--- src/rtl/fft_result_streamer.sv ---
// Streams N_POINTS FFT result words from the sample RAM as an AXI-Stream master, in natural frequency order.
// Latency: first beat 3 cycles after start (accept, read, capture); one beat per cycle when m_tready is held high.
// Backpressure: a read is issued only while buffered plus in-flight words stay below 2, so stalls never overflow.

module sync_fifo #(
    parameter int W     = 32,
    parameter int DEPTH = 2
) (
    input  logic                           clk,
    input  logic                           rst_n,
    input  logic                           push_vld,
    input  logic [W-1:0]                   push_dat,
    input  logic                           pop_rdy,
    output logic                           pop_vld,
    output logic [W-1:0]                   pop_dat,
    output logic [$clog2(DEPTH+1)-1:0]     count
);
    localparam int PW = (DEPTH > 1) ? $clog2(DEPTH) : 1;

    logic [W-1:0]  mem [DEPTH];
    logic [PW-1:0] wr_ptr;
    logic [PW-1:0] rd_ptr;
    logic          pop;

    assign pop_vld = (count != '0);
    assign pop_dat = mem[rd_ptr];
    assign pop     = pop_vld && pop_rdy;

    // Caller guarantees no push while full; storage resets so the head reads 0 when empty.
    always_ff @(posedge clk or negedge rst_n) begin
        if (!rst_n) begin
            for (int i = 0; i < DEPTH; i++) mem[i] <= '0;
            wr_ptr <= '0;
            rd_ptr <= '0;
            count  <= '0;
        end else begin
            if (push_vld) begin
                mem[wr_ptr] <= push_dat;
                wr_ptr      <= (wr_ptr == PW'(DEPTH - 1)) ? '0 : wr_ptr + 1'b1;
            end
            if (pop) rd_ptr <= (rd_ptr == PW'(DEPTH - 1)) ? '0 : rd_ptr + 1'b1;
            case ({push_vld, pop})
                2'b10:   count <= count + 1'b1;
                2'b01:   count <= count - 1'b1;
                default: count <= count;
            endcase
        end
    end
endmodule

module fft_result_streamer #(
    parameter int ADDR_W = 12,
    parameter int DATA_W = 32,
    parameter int LOG2_N = 12
) (
    input  logic              clk,
    input  logic              rst_n,
    input  logic              start,
    input  logic              bitrev_en,
    output logic              busy,
    output logic              done,
    output logic              ram_mode,
    output logic [ADDR_W-1:0] ram_adr,
    output logic              ram_read,
    input  logic [DATA_W-1:0] ram_data,
    output logic [DATA_W-1:0] m_tdata,
    output logic              m_tvalid,
    input  logic              m_tready,
    output logic              m_tlast
);
    localparam int CNT_W = LOG2_N + 1;
    localparam logic [CNT_W-1:0] N_POINTS = {1'b1, {LOG2_N{1'b0}}};
    localparam logic [CNT_W-1:0] LAST_IDX = {1'b0, {LOG2_N{1'b1}}};

    typedef enum logic [1:0] {ST_IDLE, ST_FETCH, ST_DRAIN, ST_DONE} state_t;

    state_t           state;
    logic [CNT_W-1:0] rd_cnt;
    logic [CNT_W-1:0] out_cnt;
    logic             bitrev_q;
    logic             rd_pend;
    logic [1:0]       fifo_cnt;
    logic [2:0]       pending;
    logic             pop;

    function automatic logic [LOG2_N-1:0] bit_rev(input logic [LOG2_N-1:0] v);
        for (int i = 0; i < LOG2_N; i++) bit_rev[i] = v[LOG2_N-1-i];
    endfunction

    assign pop      = m_tvalid && m_tready;
    // Words owed to the FIFO once this cycle's pop has left.
    assign pending  = {1'b0, fifo_cnt} + {2'b00, rd_pend} - {2'b00, pop};
    assign ram_read = (state == ST_FETCH) && (rd_cnt < N_POINTS) && (pending < 3'd2);
    assign m_tlast  = m_tvalid && (out_cnt == LAST_IDX);

    always_comb begin
        ram_adr = '0;
        ram_adr[LOG2_N-1:0] = bitrev_q ? bit_rev(rd_cnt[LOG2_N-1:0]) : rd_cnt[LOG2_N-1:0];
    end

    sync_fifo #(.W(DATA_W), .DEPTH(2)) u_out_fifo (
        .clk      (clk),
        .rst_n    (rst_n),
        .push_vld (rd_pend),
        .push_dat (ram_data),
        .pop_rdy  (m_tready),
        .pop_vld  (m_tvalid),
        .pop_dat  (m_tdata),
        .count    (fifo_cnt)
    );

    always_ff @(posedge clk or negedge rst_n) begin
        if (!rst_n) begin
            state    <= ST_IDLE;
            rd_cnt   <= '0;
            out_cnt  <= '0;
            bitrev_q <= 1'b0;
            rd_pend  <= 1'b0;
            busy     <= 1'b0;
            done     <= 1'b0;
            ram_mode <= 1'b0;
        end else begin
            rd_pend <= ram_read;
            if (pop) out_cnt <= out_cnt + 1'b1;
            case (state)
                ST_IDLE: begin
                    done <= 1'b0;
                    if (start) begin
                        bitrev_q <= bitrev_en;
                        rd_cnt   <= '0;
                        out_cnt  <= '0;
                        busy     <= 1'b1;
                        ram_mode <= 1'b1;
                        state    <= ST_FETCH;
                    end
                end
                ST_FETCH: begin
                    if (ram_read) begin
                        rd_cnt <= rd_cnt + 1'b1;
                        if (rd_cnt == LAST_IDX) state <= ST_DRAIN;
                    end
                end
                ST_DRAIN: begin
                    if (pop && (out_cnt == LAST_IDX)) begin
                        done     <= 1'b1;
                        busy     <= 1'b0;
                        ram_mode <= 1'b0;
                        state    <= ST_DONE;
                    end
                end
                ST_DONE: begin
                    done  <= 1'b0;
                    state <= ST_IDLE;
                end
                default: state <= ST_IDLE;
            endcase
        end
    end
endmodule
--- config.mk ---
export PLATFORM = sky130hd
export DESIGN_NAME = fft_result_streamer
export DESIGN_NICKNAME = d
export VERILOG_FILES = /design/src/rtl/fft_result_streamer.sv
export SDC_FILE = /design/constraint.sdc
export NUM_CORES = 1
export LEC_CHECK = 0
export BUFFER_PORTS_ARGS = -buffer_cell sky130_fd_sc_hd__buf_2
export CAP_MARGIN = 20
export CORE_MARGIN = 3
export CORE_UTILIZATION = 35
export CTS_CLUSTER_DIAMETER = 30
export CTS_CLUSTER_SIZE = 20
export DETAILED_ROUTE_END_ITERATION = 8
export PLACE_DENSITY = 0.59
export SETUP_SLACK_MARGIN = 0.5
export SKIP_CTS_REPAIR_TIMING = 1
export SYNTH_ARGS = -nofsm -noshare
export SYNTH_HDL_FRONTEND = slang
export SYNTH_HIERARCHICAL = 1
export SYNTH_SLANG_ARGS = --single-unit
--- constraint.sdc ---
create_clock -name clk -period 4.1 [get_ports clk]
set_input_delay 0.41 -clock clk [delete_from_list [all_inputs] [get_ports clk]]
set_output_delay 0.41 -clock clk [all_outputs]
set_load 0.1 [all_outputs]
==> impl_metrics.py <==
metrics = {
    "routing": {
        "drc": 0,
        "drt_iter0_drc": 114,
        "routed_wl_mm": 9.62,
        "dr.pass1.iters": 4,
        "antenna_left": 0,
        "wl_per_cell_um": 14.8,
        "vias_per_cell": 4.86,
        "vias": 3157,
    },
    "placement": {
        "gp_congestion": 0.746,
        "place_hpwl_mm": 6.56,
        "pre_cts_ws_ns": 0.875,
        "numPortBuffers": 86,
        "postPlaceCellArea_sq_um": 5460,
    },
    "worst_setup_path": {
        "slowest_stage": "or3_2",
        "ff2ff_setup_slack_ns": 0.88,
        "path_cells": "or2_2, nand2_1, and2_1, o21ai_0, fa_1, nand2b_1, or3_2, o31ai_4, nor3b_2, mux2_1",
        "start_kind": "flip-flop",
        "crit_path_max_incr_delay_ns": 0.52,
        "arrival_ns": 3.45,
        "worstPathRequired_ns": 4.33,
        "worstSetupEndpointType": "flip-flop",
        "crit_fanout": 6,
        "criticalPathCategory": "reg -> reg",
    },
    "final_layout": {
        "final_cell_mix": "103 x mux2_2, 100 x dfrtp_1, 85 x buf_2",
        "antenna-diode-count": 0,
        "final_common_cell": "mux2_2",
        "nets": 514,
        "layout-drive-gt1-share": 0.470,
        "final_core_util": 0.432,
        "final_cell_area_sq_um": 5780,
        "areaGrowthSynthToFinish_pct": 18.9,
    },
    "synth": {
        "synth.cell_area_sq_um": 4860,
        "netlist_instances": 387,
        "synth_edf_count": 0,
        "yosysSeqAreaShare": 0.515,
        "ys_ff_latch": 100,
        "avgSynthCellArea_sq_um": 12.6,
        "synth_cell_types": 45,
        "ys_warn_count": 6,
        "postSynthNetCount": 432,
        "synth-main-ff-cell": "dfrtp_1",
        "async_flop_share": 1.00,
    },
    "clock_network": {
        "clk_path_buf_depth": 2,
        "cts_tree": "yes",
        "htree_levels": 3,
        "cts_buffers": 9,
        "root_buffer": "clkbuf_16",
        "clk-insertion-delay-late_ns": 0.34,
        "numClockSinks": 100,
        "clkSlewWorstSetupHoldPaths_ns": 0.07,
    },
    "floorplanning": {
        "die_x_um": 124,
        "start_util": 0.363,
        "dieArea_sq_um": 15300,
        "die_y_um": 124,
        "num_io_pins": 87,
        "placementRows": 42,
        "core_area_sq_um": 13400,
    },
    "timing": {
        "finalCritPeriodShare": 0.786,
        "setup_viol": 0,
        "hold_viol": 0,
        "fmax_mhz": 310,
        "clock_skew_ns": 0.00498,
        "relSlewSlack": 0.297,
        "tns_ns": 0,
        "period_minus_slack_ns": 3.22,
        "slew_violations": 0,
        "worstMarginPinSlew_ns": 1.05,
        "setup_ws_ns": 0.877,
        "rsz0062_at_grt": "no",
    },
    "global_route": {
        "grt_usage": 0.133,
        "gr-total-overflow": 0,
        "grt_pass1_vias": 3214,
        "grt_first_pass_wirelength_mm": 15.8,
        "grt_max_degree": 75,
        "antenna_found_initial": 0,
    },
    "status": {
        "outcome": "finished clean",
    },
    "hold_path": {
        "min_path_type": "in -> async",
    },
    "job": {
        "max_cap_viol_count": 0,
    },
}
[cells by family after synthesis]
family	count (synthesis)	synth area share
AOI/OAI and AO/OA	29	0.0399
xor gates and xnor gates	20	0.0360
adders and majority gates	8	0.0221
buffers and inverters	27	0.0255
DFF	100	0.515
muxes	113	0.261
and+or+nand+nor	90	0.101
[per-stage QoR]
| stage | cells | hold slack (ns) |
|---|---|---|
| final | 650 | 0.208 |
| after global routing | 650 | 0.291 |
| after CTS | 650 | 0.250 |
| after detailed placement | 634 | 0.475 |
| after global placement | 634 | 0.463 |
| after floorplan | 387 | 0.114 |
[routing by layer]
| layer | routed length, um | track usage | part of all wire |
|---|---|---|---|
| met1 | 4530 | 0.174 | 0.47 |
| met3 | 515 | 0.0322 | 0.054 |
| met5 | 0 | 0 | 0 |
| met2 | 4400 | 0.210 | 0.46 |
| met4 | 176 | 0.0602 | 0.018 |
[flip-flops by register name, summed over array words and instances (netlist names)]
register,count
u_out_fifo/mem,64
out_cnt,13
rd_cnt,13
state,2
u_out_fifo/count,2
bitrev_q,1
done,1
ram_mode,1
rd_pend,1
u_out_fifo/rd_ptr,1
u_out_fifo/wr_ptr,1
[worst max-delay path: cells and delay by family, from the launching register on]
family                     cells  cell delay (ns)
AOI/OAI and AO/OA              2             0.33
adders and majority gates      1             0.49
DFF                            1             0.42
muxes                          1             0.34
and+or+nand+nor                6             1.51
[worst paths after layout]
| kind | startpoint | endpoint | depth (start not counted) |
|---|---|---|---|
| max reg2reg | u_out_fifo/count[0] | state[1] | 10 |
| min in group clk | ram_data[3] | u_out_fifo/mem[3] | 2 |
| min reg2reg | done | done | 1 |
| min | rst_n | u_out_fifo/mem[26] | 1 |
| max in group asynchronous | rst_n | u_out_fifo/mem[59] | 2 |
| max | u_out_fifo/count[0] | state[1] | 10 |
[cell usage after synthesis (7+ instances only)]
master | count | share of area
mux2_2 | 103 | 0.24
dfrtp_1 | 100 | 0.51
nor2_1 | 25 | 0.019
nand2_1 | 18 | 0.014
xor2_1 | 16 | 0.029
o21ai_0 | 12 | 0.012
inv_1 | 10 | 0.0077
a21oi_1 | 7 | 0.0072
clkbuf_1 | 7 | 0.0054
ha_1 | 7 | 0.018
[cell type report]
cell class	count	area (sq um)
clock buffers	10	239
clock inverters	6	87.6
fillers	1280	7620
inverters	10	37.5
multi-input cells	260	2250
flip-flops and latches	100	2500
well taps	176	220
repair buffers	88	448
Power is not shown: default switching activity piles up to over one toggle a cycle in this logic, so the estimate is an artifact.
